==> src/rtl/hazard_controller_pkg.sv <==
// Shared encodings for the pipeline hazard controller: result select, forward
// select, PC source and wait-state FSM states.
package hazard_controller_pkg;

    typedef enum logic [1:0] {
        RES_ALU  = 2'b00,
        RES_LOAD = 2'b01,
        RES_PC4  = 2'b10,
        RES_IMM  = 2'b11
    } result_src_e;

    typedef enum logic [1:0] {
        FWD_RF    = 2'b00,
        FWD_W     = 2'b01,
        FWD_M_ALU = 2'b10,
        FWD_M_IMM = 2'b11
    } fwd_e;

    typedef enum logic [1:0] {
        PC_SEQ  = 2'b00,
        PC_BR   = 2'b01,
        PC_JALR = 2'b10
    } pc_src_e;

    typedef enum logic [0:0] {
        ST_IDLE = 1'b0,
        ST_WAIT = 1'b1
    } state_e;

endpackage

==> src/rtl/hazard_controller_forward_unit.sv <==
// Combinational forward-select for one E-stage source operand; M beats W,
// and x0 never forwards.
module hazard_controller_forward_unit
    import hazard_controller_pkg::*;
(
    input  logic [4:0] i_rs_e,
    input  logic [4:0] i_rd_m,
    input  logic [4:0] i_rd_w,
    input  logic       i_reg_write_m,
    input  logic       i_reg_write_w,
    input  logic [1:0] i_result_src_m,
    output fwd_e       o_fwd
);

    logic w_match_m;
    logic w_match_w;

    assign w_match_m = i_reg_write_m && (i_rs_e != 5'd0) && (i_rd_m == i_rs_e);
    assign w_match_w = i_reg_write_w && (i_rs_e != 5'd0) && (i_rd_w == i_rs_e);

    always_comb begin
        o_fwd = FWD_RF;
        if (w_match_m) begin
            // A PC+4 producer in M never reaches here in practice (jal/jalr
            // flush E), so it deliberately leaves the register-file path.
            if (i_result_src_m == RES_ALU || i_result_src_m == RES_LOAD) begin
                o_fwd = FWD_M_ALU;
            end else if (i_result_src_m == RES_IMM) begin
                o_fwd = FWD_M_IMM;
            end
        end else if (w_match_w) begin
            o_fwd = FWD_W;
        end
    end

endmodule

==> src/rtl/hazard_controller.sv <==
// Stall/flush/forward sequencing for the 5-stage pipeline, plus a data-memory
// wait-state freeze with watchdog and saturating performance counters.
module hazard_controller
    import hazard_controller_pkg::*;
#(
    parameter int TIMEOUT = 16,
    parameter int CNT_W   = 32
) (
    input  logic             clk,
    input  logic             rst,
    input  logic [4:0]       Rs1D,
    input  logic [4:0]       Rs2D,
    input  logic [4:0]       Rs1E,
    input  logic [4:0]       Rs2E,
    input  logic [4:0]       RdE,
    input  logic [4:0]       RdM,
    input  logic [4:0]       RdW,
    input  logic             RegWriteM,
    input  logic             RegWriteW,
    input  logic [1:0]       ResultSrcE,
    input  logic [1:0]       ResultSrcM,
    input  logic             MemWriteM,
    input  logic [1:0]       PCSrcE,
    input  logic             mem_ack,
    output logic             StallF,
    output logic             StallD,
    output logic             StallE,
    output logic             StallM,
    output logic             StallW,
    output logic             FlushD,
    output logic             FlushE,
    output logic [1:0]       ForwardAE,
    output logic [1:0]       ForwardBE,
    output logic             mem_err,
    output logic [CNT_W-1:0] lu_stall_cnt,
    output logic [CNT_W-1:0] freeze_cnt,
    output logic [CNT_W-1:0] flush_cnt,
    output state_e           dbg_state
);

    localparam int WAIT_W = $clog2(TIMEOUT) + 1;
    localparam logic [WAIT_W-1:0] WAIT_LAST = WAIT_W'(TIMEOUT - 1);
    localparam logic [WAIT_W-1:0] WAIT_ONE  = WAIT_W'(1);
    localparam logic [CNT_W-1:0]  CNT_ONE   = CNT_W'(1);

    state_e            r_state;
    logic [WAIT_W-1:0] r_wait_cnt;
    logic              r_mem_err;
    logic [CNT_W-1:0]  r_lu_stall_cnt;
    logic [CNT_W-1:0]  r_freeze_cnt;
    logic [CNT_W-1:0]  r_flush_cnt;

    fwd_e w_fwd_a;
    fwd_e w_fwd_b;
    logic w_lw_stall;
    logic w_mem_acc;
    logic w_timeout;
    logic w_freeze;
    logic w_redirect;

    hazard_controller_forward_unit u_fwd_a (
        .i_rs_e        (Rs1E),
        .i_rd_m        (RdM),
        .i_rd_w        (RdW),
        .i_reg_write_m (RegWriteM),
        .i_reg_write_w (RegWriteW),
        .i_result_src_m(ResultSrcM),
        .o_fwd         (w_fwd_a)
    );

    hazard_controller_forward_unit u_fwd_b (
        .i_rs_e        (Rs2E),
        .i_rd_m        (RdM),
        .i_rd_w        (RdW),
        .i_reg_write_m (RegWriteM),
        .i_reg_write_w (RegWriteW),
        .i_result_src_m(ResultSrcM),
        .o_fwd         (w_fwd_b)
    );

    assign w_lw_stall = (ResultSrcE == RES_LOAD) && (RdE != 5'd0) &&
                        ((RdE == Rs1D) || (RdE == Rs2D));
    assign w_mem_acc  = MemWriteM || (ResultSrcM == RES_LOAD);
    assign w_redirect = (PCSrcE != PC_SEQ);
    assign w_timeout  = (r_state == ST_WAIT) && (r_wait_cnt == WAIT_LAST);

    // The freeze starts in the very cycle the access is seen unacknowledged,
    // and reset drops it at once even though the request may still be present.
    always_comb begin
        w_freeze = 1'b0;
        if (!rst) begin
            if (r_state == ST_IDLE) begin
                w_freeze = w_mem_acc && !mem_ack;
            end else begin
                w_freeze = !mem_ack && !w_timeout;
            end
        end
    end

    // r_wait_cnt holds the number of freeze cycles already spent on this access.
    always_ff @(posedge clk or posedge rst) begin
        if (rst) begin
            r_state    <= ST_IDLE;
            r_wait_cnt <= '0;
            r_mem_err  <= 1'b0;
        end else begin
            case (r_state)
                ST_IDLE: begin
                    if (w_mem_acc && !mem_ack) begin
                        r_state    <= ST_WAIT;
                        r_wait_cnt <= WAIT_ONE;
                    end else begin
                        r_wait_cnt <= '0;
                    end
                end
                ST_WAIT: begin
                    if (mem_ack) begin
                        r_state    <= ST_IDLE;
                        r_wait_cnt <= '0;
                    end else if (w_timeout) begin
                        r_state    <= ST_IDLE;
                        r_wait_cnt <= '0;
                        r_mem_err  <= 1'b1;
                    end else begin
                        r_wait_cnt <= r_wait_cnt + WAIT_ONE;
                    end
                end
                default: begin
                    r_state    <= ST_IDLE;
                    r_wait_cnt <= '0;
                end
            endcase
        end
    end

    always_ff @(posedge clk or posedge rst) begin
        if (rst) begin
            r_lu_stall_cnt <= '0;
            r_freeze_cnt   <= '0;
            r_flush_cnt    <= '0;
        end else begin
            if (w_lw_stall && !w_freeze && r_lu_stall_cnt != '1) begin
                r_lu_stall_cnt <= r_lu_stall_cnt + CNT_ONE;
            end
            if (w_freeze && r_freeze_cnt != '1) begin
                r_freeze_cnt <= r_freeze_cnt + CNT_ONE;
            end
            if (w_redirect && !w_freeze && r_flush_cnt != '1) begin
                r_flush_cnt <= r_flush_cnt + CNT_ONE;
            end
        end
    end

    assign StallE = w_freeze;
    assign StallM = w_freeze;
    assign StallW = w_freeze;
    assign StallF = w_lw_stall || w_freeze;
    assign StallD = w_lw_stall || w_freeze;
    // Flushes wait out a freeze; E still holds the redirect when it lifts.
    assign FlushD = w_redirect && !w_freeze;
    assign FlushE = (w_lw_stall || w_redirect) && !w_freeze;

    assign ForwardAE    = w_fwd_a;
    assign ForwardBE    = w_fwd_b;
    assign mem_err      = r_mem_err;
    assign lu_stall_cnt = r_lu_stall_cnt;
    assign freeze_cnt   = r_freeze_cnt;
    assign flush_cnt    = r_flush_cnt;
    assign dbg_state    = r_state;

endmodule

==> config.mk <==
export PLATFORM = sky130hd
export DESIGN_NAME = hazard_controller
export DESIGN_NICKNAME = d
export VERILOG_FILES = /design/src/rtl/hazard_controller_pkg.sv /design/src/rtl/hazard_controller_forward_unit.sv /design/src/rtl/hazard_controller.sv
export SDC_FILE = /design/constraint.sdc
export NUM_CORES = 1
export LEC_CHECK = 0
export BUFFER_PORTS_ARGS = -buffer_cell sky130_fd_sc_hd__buf_2
export CAP_MARGIN = 0
export CORE_ASPECT_RATIO = 0.6
export CORE_MARGIN = 8
export CORE_UTILIZATION = 52
export DETAILED_ROUTE_END_ITERATION = 8
export PLACE_DENSITY_LB_ADDON = 0.05
export SKIP_LAST_GASP = 1
export SLEW_MARGIN = 20
export SYNTH_ARGS = -nofsm -noshare
export SYNTH_HDL_FRONTEND = slang
export SYNTH_SLANG_ARGS = --single-unit
export TNS_END_PERCENT = 20
==> constraint.sdc <==
create_clock -name clk -period 3.61 [get_ports clk]
set_clock_uncertainty 0.05 [all_clocks]
set_input_delay 0 -clock clk [delete_from_list [all_inputs] [get_ports clk]]
set_output_delay 0 -clock clk [all_outputs]
set_load 0.02 [all_outputs]
==> results.yml <==
worst_setup_path:
  path_cells: "ha_1 -> nand3_1 -> nor4_1 -> a211oi_1 -> nand3_1 -> nor4_1 -> xor2_1"
  crit_path_start: "lu_stall_cnt[0]$_DFFE_PP0P_"
  worstRegToRegCells: 7
  path_max_fanout: 22
  critPathBufInv: 0
  r2r_start: "lu_stall_cnt[0]$_DFFE_PP0P_"
  cp_top_family: "simple AND/OR/NAND/NOR gates"
  cp_slowest_cell: "nand3_1"
  cp-start-kind: "flip-flop"
  crit_type: "reg -> reg"
  cp.arrival_ns: 3.00
  cpPeakStageDelay_ns: 0.61
  cp.required_ns: 3.82
  crit_cells: 7
  worst_setup_path_end_kind: "flip-flop"
yosys:
  synth_area_per_cell_um2: 10.5
  synth_seq_cells: 103
  yosysWarningCount: 0
  synth_fp_nets: 560
  synth_ff_type: "dfrtp_1"
  synth_area_um2: 5330
  synthArstFlopShare_pct: 100
  yosysSeqAreaShare_pct: 48.3
  ys_types: 49
  synth_cells: 509
  synth_edf_count: 0
timing:
  slew_headroom_pct: 37.6
  tns_ns: 0
  slew_violations: 0
  rsz0062_at_grt: "false"
  period_share_pct: 77.3
  fmax_mhz: 358
  final-setup-viol-count: 0
  worstMarginPinSlew_ns: 0.935
  hold_viol: 0
  post-route-min-period_ns: 2.79
die:
  die_area_um2: 13900
  initial_utilization_pct: 53.8
  core_um2: 9910
  die_x_um: 147
  die_height_um: 94.5
  io_pins: 156
  row_count: 28
min_path:
  whs_path_depth: 4
  hold_path_class: "in -> reg"
  min-delay-start: "ResultSrcM[1]"
clocking:
  clk_path_buf_depth: 2
  clkTransAtPathRegs_ns: 0.06
  tritoncts: "yes"
  cts_max_level: 3
  cts_num_sinks: 103
  cts-root-buf: "clkbuf_16"
  insertion_delay_ns: 0.34
  cts_made_buffers: 9
  cts_resized: 0
power:
  leakage_nw: 3.32
  ir_worst_vdd_v: 0.000332
  p_clk_share_pct: 35.6
  p_per_area_nw_per_um2: 433
  switchingPower_mw: 0.818
  intPower_mw: 2.04
  p_sw_share_pct: 28.6
  fin_total_pwr_mw: 2.86
  combPwrFrac_pct: 17.2
  p_seq_share_pct: 47.3
detailed_routing:
  wl_met2_um: 6250
  drt_wl_total_um: 13600
  drt_iter0_drc: 182
  drc_errors: 0
  drtAntennaViolNets: 0
  viasPerCell: 5.42
  vias: 4398
  wire_per_inst_um: 16.7
  wl_met3_um: 810
  wl_met1_um: 6410
  top_layer: "met4"
  drt-pass1-iter-count: 5
global_routing:
  grt_max_degree: 77
  grt_usage_pct: 19.8
  grt-ovfl-total: 0
  antenna_found_initial: 0
  grt_pass1_wl_um: 22500
  grt_pass1_vias: 4467
cells_and_area:
  mostFrequentLayoutCells: "buf_2, dfrtp_1, xnor2_1"
  drive_above_1_share_pct: 28.2
  fill_cells: 816
  final_common_cell: "buf_2"
  fin_nets: 725
  diodes: 0
  area.growth.synth_to_final_pct: 23.7
  final_area_um2: 6600
status:
  status: "finished clean"
job:
  drv_cap: 0
placed_design:
  io_buffer_count: 155
  place_hpwl_um: 10600
  dpl-instance-area_um2: 6260
  gp_congestion: 0.790
==> cells in the mapped netlist (2+ instances only) <==
cell / instances / area [um^2]
inv_1: 13 / 48.8
or4_1: 5 / 37.5
nor4b_1: 2 / 17.5
and2_1: 5 / 31.3
dfrtp_1: 103 / 2580
nand2b_1: 4 / 25.0
nor3b_1: 3 / 22.5
nor3_2: 2 / 20.0
buf_2: 3 / 15.0
buf_4: 3 / 22.5
o21ai_0: 5 / 25.0
nor2b_1: 2 / 12.5
a211oi_1: 2 / 15.0
nand3_1: 42 / 210
xnor2_1: 69 / 604
nand2_1: 32 / 120
o2111a_1: 2 / 22.5
and4_4: 2 / 22.5
nor2_1: 29 / 109
nor4_1: 16 / 100
ha_1: 4 / 50.1
xor2_1: 53 / 464
mux2_2: 4 / 45.0
and3_1: 9 / 56.3
and4_1: 8 / 70.1
nor4_2: 2 / 25.0
or3_1: 2 / 12.5
nand4_1: 39 / 244
nor3_1: 23 / 115
a21oi_1: 2 / 10.0
==> worst paths after layout <==
| kind | slack (ns) | endpoint |
|---|---|---|
| max | 0.82 | lu_stall_cnt[27]$_DFFE_PP0P_ |
| min | 0.20 | dbg_state$_DFF_PP0_ |
| max reg2reg | 0.82 | lu_stall_cnt[27]$_DFFE_PP0P_ |
| min reg2reg | 0.44 | lu_stall_cnt[14]$_DFFE_PP0P_ |
| max in group asynchronous | 1.97 | lu_stall_cnt[18]$_DFFE_PP0P_ |
| min in group asynchronous | 0.28 | freeze_cnt[18]$_DFFE_PP0P_ |
==> per-layer routing <==
| layer | track usage [%] | vias to the layer above |
|---|---|---|
| li1 | - | 2150 |
| met1 | 26.8 | 2107 |
| met2 | 30.9 | 133 |
| met3 | 5.92 | 8 |
| met4 | 4.77 | 0 |
| met5 | 0 | - |
==> per-stage QoR <==
step | hold WS (ns) | utilization, % | std cells | setup slack, ns
6_report | 0.202 | 66.6 | 812 | 0.819
5_1_grt | 0.265 | 66.6 | 812 | 0.602
4_1_cts | 0.207 | 66.6 | 812 | 0.838
3_5_place_dp | 0.102 | 63.1 | 795 | 0.834
3_3_place_gp | 0.0987 | 63.1 | 795 | 0.982
2_1_floorplan | 0.127 | - | 509 | 0.379
==> area by class of cell <==
cell class                      instances  area (um^2)  share of cell area, %
Sequential cell                       103         2580                   39.1
Multi-Input combinational cell        385         2660                   40.2
Inverter                               13         52.6                  0.796
Clock buffer                            9          225                   3.41
Timing Repair Buffer                  162          836                   12.7
Clock inverter                          5         83.8                   1.27
Tap cell                              135          169                   2.56
==> cells by family after synthesis <==
logic type / count (synthesis) / synth area share [%]
adder cells (fa/ha/maj): 4 / 0.938
XOR/XNOR: 122 / 20.0
flip-flops: 103 / 48.3
AO/OA/AOI/OAI: 20 / 2.93
AND/OR/NAND/NOR: 235 / 25.0
multiplexers: 4 / 0.844
buffers and inverters: 21 / 1.90
==> power by group through the flow <==
| stage | clock network (mW) | logic [mW] | registers (mW) |
|---|---|---|---|
| after floorplan | 0 | 0.220 | 1.45 |
| after global placement | 0 | 0.487 | 1.36 |
| after detailed placement | 0 | 0.500 | 1.37 |
| after CTS | 1.04 | 0.502 | 1.35 |
| after global routing | 1.09 | 0.539 | 1.37 |
| final | 1.02 | 0.491 | 1.35 |
==> worst reg2reg max path, delay by kind of cell, from the launching register on <==
family / cells / cell delay [ns]
AOI/OAI and AO/OA: 1 / 0.25
adders and majority gates: 1 / 0.23
DFF: 1 / 0.43
xor gates and xnor gates: 1 / 0.17
and+or+nand+nor: 4 / 1.59
==> flip-flops by register name, indices dropped and copies added (netlist names) <==
name / count
dbg_state: 1
flush_cnt: 32
freeze_cnt: 32
lu_stall_cnt: 32
mem_err: 1
r_wait_cnt: 5
==> timing repair <==
item,4_1_cts,5_1_grt
buffers inserted,0,0
hold endpoints to repair,33,0
hold buffers,3,0
No activity file was read; power rests on OpenSTA's default activity.
